$ cat src/rtl/serial_to_parallel_rx.sv
// Serial frame receiver: waits for a start bit (0), then shifts in a WIDTH-bit frame MSB-first.
// Presents the frame on a registered parallel port with a one-cycle complete strobe, or flags a timeout.
module serial_to_parallel_rx #(
    parameter int WIDTH   = 48,
    parameter int TIMEOUT = 64
) (
    input  logic             Clock,
    input  logic             Reset,
    input  logic             Enable,
    input  logic             receive,
    input  logic             serial,
    output logic [WIDTH-1:0] parallel,
    output logic             complete,
    output logic             busy,
    output logic             timeout
);

    // state      | meaning
    // IDLE       | waiting for a receive request
    // WAIT_START | sampling the line for a start bit, counting idle samples
    // SHIFT      | shifting in the remaining frame bits
    // DONE       | frame presented on parallel, complete strobe
    // TIMED_OUT  | no start bit within TIMEOUT samples, timeout strobe
    typedef enum logic [2:0] {
        IDLE       = 3'd0,
        WAIT_START = 3'd1,
        SHIFT      = 3'd2,
        DONE       = 3'd3,
        TIMED_OUT  = 3'd4
    } state_t;

    localparam int BIT_W  = $clog2(WIDTH + 1);
    localparam int IDLE_W = $clog2(TIMEOUT + 1);
    localparam logic [BIT_W-1:0]  FRAME_BITS = BIT_W'(WIDTH);
    localparam logic [IDLE_W-1:0] IDLE_LIMIT = IDLE_W'(TIMEOUT);

    state_t state, state_next;

    // The oldest bit only ever lands in parallel, so the shift register keeps WIDTH-1 bits.
    logic [WIDTH-2:0]  shift_reg, shift_next;
    logic [WIDTH-1:0]  shift_full;
    logic [WIDTH-1:0]  parallel_next;
    logic [BIT_W-1:0]  bit_cnt, bit_cnt_next, bit_cnt_inc;
    logic [IDLE_W-1:0] idle_cnt, idle_cnt_next, idle_cnt_inc;

    assign shift_full   = {shift_reg, serial};
    assign bit_cnt_inc  = bit_cnt + 1'b1;
    assign idle_cnt_inc = idle_cnt + 1'b1;

    always_ff @(posedge Clock) begin
        if (!Reset) begin
            state     <= IDLE;
            shift_reg <= '0;
            bit_cnt   <= '0;
            idle_cnt  <= '0;
            parallel  <= '0;
        end else begin
            state     <= state_next;
            shift_reg <= shift_next;
            bit_cnt   <= bit_cnt_next;
            idle_cnt  <= idle_cnt_next;
            parallel  <= parallel_next;
        end
    end

    always_comb begin
        state_next    = state;
        shift_next    = shift_reg;
        bit_cnt_next  = bit_cnt;
        idle_cnt_next = idle_cnt;
        parallel_next = parallel;
        case (state)
            IDLE: begin
                if (Enable && receive) begin
                    state_next    = WAIT_START;
                    bit_cnt_next  = '0;
                    idle_cnt_next = '0;
                end
            end
            WAIT_START: begin
                if (Enable) begin
                    if (!serial) begin
                        shift_next   = shift_full[WIDTH-2:0];
                        bit_cnt_next = BIT_W'(1);
                        state_next   = SHIFT;
                    end else begin
                        idle_cnt_next = idle_cnt_inc;
                        if (idle_cnt_inc == IDLE_LIMIT) begin
                            state_next = TIMED_OUT;
                        end
                    end
                end
            end
            SHIFT: begin
                if (Enable) begin
                    shift_next   = shift_full[WIDTH-2:0];
                    bit_cnt_next = bit_cnt_inc;
                    if (bit_cnt_inc == FRAME_BITS) begin
                        parallel_next = shift_full;
                        state_next    = DONE;
                    end
                end
            end
            DONE:      state_next = IDLE;
            TIMED_OUT: state_next = IDLE;
            default:   state_next = IDLE;
        endcase
    end

    assign complete = (state == DONE);
    assign timeout  = (state == TIMED_OUT);
    assign busy     = (state == WAIT_START) || (state == SHIFT) || (state == DONE);

endmodule

$ cat config.mk
export PLATFORM = sky130hd
export DESIGN_NAME = serial_to_parallel_rx
export DESIGN_NICKNAME = d
export VERILOG_FILES = /design/src/rtl/serial_to_parallel_rx.sv
export SDC_FILE = /design/constraint.sdc
export NUM_CORES = 1
export LEC_CHECK = 0
export BUFFER_PORTS_ARGS = -buffer_cell sky130_fd_sc_hd__buf_4
export CELL_PAD_IN_SITES_DETAIL_PLACEMENT = 1
export CELL_PAD_IN_SITES_GLOBAL_PLACEMENT = 2
export CORE_MARGIN = 4
export CORE_UTILIZATION = 35
export DETAILED_ROUTE_END_ITERATION = 10
export PLACE_DENSITY_LB_ADDON = 0.05
export SETUP_SLACK_MARGIN = 0.2
export SKIP_LAST_GASP = 1
export SYNTH_ARGS = -nofsm -noshare
export SYNTH_HDL_FRONTEND = slang
export SYNTH_SLANG_ARGS = --single-unit
$ cat constraint.sdc
create_clock -name Clock -period 2.5 [get_ports Clock]
set_clock_uncertainty 0.2 [all_clocks]
set_input_delay 0.375 -clock Clock [delete_from_list [all_inputs] [get_ports Clock]]
set_output_delay 0.375 -clock Clock [all_outputs]
set_load 0.1 [all_outputs]
=== Word level (Yosys, flattened, before mapping) ===
Cells that the tools add are included.

* Add/subtract/negate cells: 2
* Mux-type cells: 20
* Eq/ne operators: 13
* Reductions and logical operators: 12

{| class="wikitable"
|+ Operator list
! operator !! count
|-
| $mux W47 || 3
|-
| $pmux W47 S2 || 1
|-
| $mux W6 || 4
|-
| $mux W7 || 3
|-
| $mux W3 || 6
|-
| $pmux W6 S3 || 1
|-
| $pmux W7 S2 || 1
|-
| $ne A2 B2 Y1 const B || 6
|-
| $reduce_and A5 Y1 || 2
|-
| $pmux W3 S3 || 1
|-
| $reduce_and A4 Y1 || 2
|-
| $add A7 B1 Y7 const B || 1
|-
| $eq A7 B7 Y1 const B || 1
|-
| $add A6 B1 Y6 const B || 1
|-
| $eq A3 B2 Y1 const B || 2
|-
| $eq A6 B6 Y1 const B || 1
|-
| $reduce_bool A2 Y1 || 2
|-
| $eq A3 B1 Y1 const B || 1
|-
| $eq A3 B3 Y1 const B || 1
|-
| $logic_not A3 Y1 || 1
|-
| $ne A3 B3 Y1 const B || 1
|-
| $reduce_and A3 Y1 || 1
|-
| $reduce_bool A3 Y1 || 1
|-
| $logic_or A1 B1 Y1 || 2
|-
| $logic_and A1 B1 Y1 || 1
|}

* Register bits: 111
* Input port bits: 5
* Output and inout port bits: 51
* Logic and storage cells: 52

=== Depth between registers and ports, before layout ===
Gate-level depths: netlist of the first run.

* Depth after elaboration: 6
* Depth in mapped cells: 8
* Gate-level depth less buffers: 6

=== Worst setup path before layout of the first run ===
No wires, ideal clock.

* Kind: flip-flop to output port
* Start: register state[1]
* End: output timeout
* Path buffers: 1
* Arrival: 2,571 ps
* Setup slack: -646 ps
* Stages on the path, launching flop included: 3
* Data required time: 1,925 ps
* Path through: dfxtp_1 > buf_1 > nor3_1

* Cells in the longest elaborated chain, start to end: 1

{| class="wikitable"
|+ Ends and longest elaborated chain
! element !! RTL line !! RTL
|-
| start, declared || 37 || <nowiki>state_t state, state_next;</nowiki>
|-
| start signal, assigned || 58 || <nowiki>state <= state_next;</nowiki>
|-
| $eq A3 B3 Y1 || 111 || <nowiki>assign timeout = (state == TIMED_OUT);</nowiki>
|-
| end, declared || 15 || <nowiki>output logic timeout</nowiki>
|}

No other way between the ends.

=== Worst setup path after layout of the first run ===
* Start: register state[2]
* End: output timeout

The elaborated chain is that of the path after synthesis.

==> impl_results.md, run 1 <==
- Slowest CP cell: dfxtp_1
- Core Box Area: between 10000 and 15000 µm²
- Final period utilization: 87.5%
- Predominant post-synthesis flop cell: dfxtp_1
- Top-area cell type share of the netlist area: 48.8%
- Area grow syn2layout: 19.7%
- Largest net degree at the start of global routing: 65
- Clock sinks: 111
- Final setup viols: 0
- Most frequent cells in the layout: nand2_1, dfxtp_1, buf_4, a21boi_1, a21boi_0
- Peak Freq: 457 MHz
- Crit-path leading delay family: flip-flops
- N_diodes: 0
- Worst-Margin Slew: 0.596 ns
- Clock Path Buffers: 2
- CP Capture Type: output port
- Synth Warn #: 0
- Cells after Synth: 537
- Worst path buffer plus inverter count: 2
- Syn avg cell area: between 8 and 9 µm²
- Final Hold Viols: 0
- Min-Delay Path Class: in -> reg
- Final TNS setup: 0 ns
- Total wire length: around 11000 µm
- Relative slew slack: ~60%
- Initial antenna violation count: 0
- CTS tree: done
- Die area: 14900 µm²
- Clk Latency, worst-skew pair: roughly 0.35 ns
- Mapped Nets: 544
- Global-route wire length before repair: 18300 µm
- WL per Instance: 14.2 µm
- GRT Resource Usage Total: between 15 and 20%
- Number of CTS-inserted buffers: 9
- 1st-iter DRT viols: roughly 120
- I/O Pins: 56
- DR pass1 iterations: 4
- Die W: 122 µm
- Critical path peak fanout: 9
- Via/cell ratio: 4.82
- Number of nets still failing antenna checks after routing: 0
- Library cells used by synthesis: 43
- Seq cells post-synth: 111
- Quantity of hold-fixing buffers added after cts: 0
- Cell Rows: 41
- Layout cells sized above 1: between 15 and 20%
- Leading cell types by total area after synthesis: dfxtp_1, nand2_1, a21boi_1
- CP arrival: 1.61 ns
- RSZ-0062 raised after global routing: true
- DP Wirelength: around 6900 µm
- Slowest cell delay on critical path: 0.58 ns
- Seq/Total Area, Yosys: between 40 and 50%
- Vias: 3658
- Routability congestion estimate from global placement: between 0.7 and 0.8
- Worst-path cell chain: inv_1, nor3_2, buf_4
- Starting Density: between 30 and 40%
- Clock H-tree levels: 3
- Number of synthesized flops with an enable pin: 0
- Critical path startpoint category: flip-flop
- Most common cell after layout, fill and taps aside: nand2_1
- Max FFs per register: 48
- Clk pin slew, worst setup/hold paths: 0.07 ns
- Final Max Tran Viols: 0
- Synth Cell Area: roughly 4600 µm²
- Clock root cell: clkbuf_16
- Post-CTS Setup Bufs: 0
- Tmin final: 2.19 ns
- Remaining global-route overflow: 0
- Number of max-cap violations: 0
- Power, Total: roughly 3400 µW
- Status: completed
- Port Buf Inserts: 55
- Peak VDD IR: 0.000388 V
- Final #Nets: 590
- # DRC: 0
- P_leak: slightly below 0.002 µW
- Worst path required time: between 1.5 and 2 ns
- Post-synth top area cell: dfxtp_1
- PwrDens: 626 nW/µm²
- Crit Path Class: reg -> out
- Vias in the first global route: 3792
- FF-to-FF setup slack: ~0.4 ns
- Die span in y: 122 µm
- FFs w/ async S/R, synth: 0%
[final cells by class]
class                      instances  area [µm²]
tap                              172         215
timing repair buffer              69         556
multi-input combinational        389        2150
clock buffer                      11         243
clock inverter                     4        53.8
inverter                           3        11.3
sequential                       111        2220
fill                            1534        7220
[repair_timing]
| item | in CTS | in global routing |
|---|---|---|
| gates resized for setup | 0 | 2 |
| setup endpoints to repair | 0 | 6 |
| hold endpoints to repair | 0 | 0 |
[stage by stage]
| step | area (µm²) | util, % | cells | setup WS, ns | hold WS (ns) |
|---|---|---|---|---|---|
| CTS | 5450 | 43.0 | 759 | 0.299 | 0.119 |
| floorplan | 4570 | - | 537 | 0.191 | 0.235 |
| global placement | 5150 | 40.6 | 744 | 0.428 | 0.244 |
| finish | 5450 | 43.0 | 759 | 0.313 | 0.135 |
| detailed placement | 5150 | 40.6 | 744 | 0.367 | 0.248 |
| global route | 5450 | 43.0 | 759 | 0.175 | 0.134 |
[per-layer routing]
layer	track usage, %	vias to the layer above	wire length [µm]
met2	25.9	38	5180
met5	0	-	0
li1	-	1871	-
met4	4.41	0	125
met3	4.22	10	263
met1	19.2	1739	5210
[report_power, final]
part           switching, µW  internal, µW  leakage [µW]  total, µW
clock                    642           803      0.000138       1450
sequential              7.25          1770      0.000894       1780
combinational            117          72.4      0.000898        189
total                    766          2650       0.00193       3410
[final timing paths]
kind | start | to | cells after the start
max reg2reg | bit_cnt[4]$_SDFFE_PN0P_ | parallel[42]$_SDFFE_PN0P_ | 5
min | serial | parallel[0]$_SDFFE_PN0P_ | 3
min reg2reg | parallel[22]$_SDFFE_PN0P_ | parallel[22]$_SDFFE_PN0P_ | 2
max | state[2]$_SDFFE_PN0P_ | timeout | 3
[synth_stat cells (all sizes together) (2+ instances only)]
master and number:
o21a 8, nand2 203, nor2 7, nor3b 2
buf 17, mux2i 3, clkbuf 17, nor3 7
ha 2, dfxtp 111, or2 2, nand2b 3
inv 3, and2 2, and3 3, nand3 12
nand4b 2, o21ai 13, a21boi 104
[worst register-to-register path, delay by kind of cell (launching register included)]
kind	cells	cell delay, ns
and+or+nand+nor	3	0.91
AOI/OAI and AO/OA	2	0.53
DFF	1	0.40
[cell families after synthesis]
logic type | share of synthesized area [%]
mux | 0.659
compound gates | 21.2
fa+ha+maj | 0.549
flops | 48.8
simple gates | 24.1
buf+inv | 4.78
No activity file was read; power rests on OpenSTA's default activity.
==> run 2: changes to the inputs <==
CORE_UTILIZATION = 32   (was 35)
==> run 2 against run 1 <==
Net effect: fmax up 1.2%; combinational power decreased by 7%; final cell count up 0.79%; global-route usage shrank 1.2 points; sequential power hardly changed; count of clock-buffer cells in the layout down 1; critical path depth is 2 higher; sequential cell count unchanged; hold slack improved by 0.016 ns; largest cell class unchanged; design area rose by 0.41%; critical endpoint is now parallel[0]$_SDFFE_PN0P_.
==> impl_results.md, run 2 (synthesis results as in run 1) <==
- Hold path startpoint: serial
- Pre-CTS WS: 0.232 ns (-0.135 ns)
- Cell Rows: 43 (+4.9%)
- Final Hold Viols: 0 (unchanged)
- Worst-path cell chain: nor3b_4, nand2_2, or3_4, nand2_1, a21boi_0
- Number of nets still failing antenna checks after routing: 0 (unchanged)
- Worst-Margin Slew: 0.540 ns (-0.0561 ns)
- # DRC: 0 (unchanged)
- CTS tree: done
- Setup crit start: state[1]$_SDFFE_PN0P_
- Global routing's busiest layer: met2
- Die span in y: 127 µm (+4.3%)
- Total wire length: 10800 µm (+0.61%)
- Final #Nets: 587 (-0.51%)
- Clk pin slew, worst setup/hold paths: 0.07 ns (about the same)
- FILL cells: 1661 (+8.3%)
- Met2 Use GR: 23.0% (-2.9 points)
- 1st-iter DRT viols: 161 (+38%)
- Worst R2R Start: state[1]$_SDFFE_PN0P_
- WL per Instance: 14.2 µm (-0.18%)
- Peak Freq: 463 MHz (+1.2%)
- Largest net degree at the start of global routing: 50 (-23%)
- FF-to-FF setup slack: 0.34 ns (-0.05 ns)
- Post-CTS Setup Bufs: 0 (unchanged)
- Status: completed
- Critical path peak fanout: 48 (+39)
- Area grow syn2layout: 20.1%
- Number of max-cap violations: 0 (unchanged)
- Worst path required time: 2.53 ns (+0.61 ns)
- Number of CTS-inserted buffers: 9 (unchanged)
- Crit-path leading delay family: simple AND/OR/NAND/NOR gates
- Worst path buffer plus inverter count: 0 (-2)
- P_leak: 0.00194 µW (+0.56%)
- Tmin final: 2.16 ns (-0.0263 ns)
- Slowest CP cell: or3_4
- Relative slew slack: 64.0% (+3.7 points)
- I/O Pins: 56 (unchanged)
- Final setup viols: 0 (unchanged)
- Final Max Tran Viols: 0 (unchanged)
- Routability congestion estimate from global placement: 0.710 (-9.5%)
- Die area: 16200 µm² (+8.7%)
- Vias in the first global route: 3733 (-1.6%)
- Initial antenna violation count: 0 (unchanged)
- Power, Total: 3600 µW (+5.5%)
- Via/cell ratio: 4.82 (about the same)
- Layout Utilization: 39.3% (-3.7 points)
- Peak VDD IR: 0.000305 V (-21%)
- DP Wirelength: 7080 µm (+2.0%)
- Core Box Area: 13900 µm² (+10%)
- GRT Resource Usage Total: 14.1% (-1.2 points)
- PwrDens: 658 nW/µm² (+5.1%)
- Final period utilization: 86.4% (-1.1 points)
- RSZ-0062 raised after global routing: true
- Most common cell after layout, fill and taps aside: nand2_1
- Crit Path Class: reg -> reg
- CP Capture Type: flip-flop
- N_diodes: 0 (unchanged)
- CP arrival: 2.19 ns (+0.58 ns)
- Final TNS setup: 0 ns (unchanged)
- Final worst slack: 0.339 ns (+0.0263 ns)
- Clock Path Buffers: 2 (unchanged)
- Clock sinks: 111 (unchanged)
- Min-Delay Path Class: in -> reg
- Die W: 127 µm (+4.3%)
- DR pass1 iterations: 4 (unchanged)
- Remaining global-route overflow: 0 (unchanged)
- Vias: 3684 (+0.71%)
- Met1 Track Usage GR: 18.6% (-0.58 points)
- Starting Density: 32.7% (-3.3 points)
- Global-route wire length before repair: 18600 µm (+1.5%)
- Layout cells sized above 1: 16.8% (-0.28 points)
- Clk Latency, worst-skew pair: 0.35 ns (about the same)
- Critical path startpoint category: flip-flop
- Clock H-tree levels: 3 (unchanged)
- Max FFs per register: 48 (unchanged)
- Met3 Usage GRT: 2.38% (-1.8 points)
- Slowest cell delay on critical path: 0.66 ns (+0.08 ns)
- Clock root cell: clkbuf_16
- Port Buf Inserts: 55 (unchanged)
- Most frequent cells in the layout: nand2_1, dfxtp_1, buf_4, a21boi_1, a21boi_0
[run 2: changes by cell type in the layout (fill, tap and decap cells not counted)]
| cell | change |
|---|---|
| clkinvlp_4 | -2 |
| buf_4 | -3 |
| a221oi_1 | +1 |
| dfxtp_1 | -2 |
| nor2_2 | -1 |
| a221oi_2 | -1 |
| clkinv_2 | +2 |
| nor2_1 | +1 |
| clkinv_4 | +1 |
| clkbuf_8 | -1 |
| bufinv_16 | +2 |
| dfxtp_2 | +2 |
| inv_6 | -1 |
[run 2: timing repair]
item                       4_1_cts  5_1_grt
resized for setup                0        2
setup endpoints to repair        0       60
hold buffers                     0        0
[run 2: final cells by class]
cell class                 instances  area [µm²]  share of cell area (%)
clock buffer                      10         229                    4.18
clock inverter                     6         109                    1.99
timing repair buffer              66         533                    9.73
multi-input combinational        389        2140                    39.2
sequential                       111        2220                    40.6
tap                              180         225                    4.11
inverter                           3        11.3                   0.206
[run 2: metrics by stage]
step | instances | hold slack [ns] | cell area [µm²]
after floorplan | 537 | 0.235 | 4570
after global placement | 749 | 0.243 | 5140
after detailed placement | 749 | 0.249 | 5140
after CTS | 765 | 0.142 | 5470
after global routing | 765 | 0.160 | 5480
final | 765 | 0.151 | 5480
[run 2: per-layer routing]
metal | wire (µm) | share of wire (%)
met2 | 5020 | 46
met3 | 320 | 3.0
met4 | 193 | 1.8
met1 | 5310 | 49
met5 | 0 | 0
[run 2: worst register-to-register path: cells and delay by family, from the launching register on]
family           cells  cell delay [ns]
AO/OA/AOI/OAI        1             0.09
AND/OR/NAND/NOR      4             1.24
flip-flops           1             0.52
[run 2: path summary, 6_finish.rpt]
kind	endpoint	cells after the start
worst min-delay path	shift_reg[0]$_SDFFE_PN0P_	3
worst max register to register	parallel[0]$_SDFFE_PN0P_	5
worst min register to register	parallel[31]$_SDFFE_PN0P_	2
worst max-delay path	parallel[0]$_SDFFE_PN0P_	5
[run 2: where the power goes]
| part | switching [µW] | total, µW | internal [µW] |
|---|---|---|---|
| clock network | 662 | 1640 | 979 |
| registers | 12.5 | 1780 | 1770 |
| logic | 107 | 176 | 69.0 |
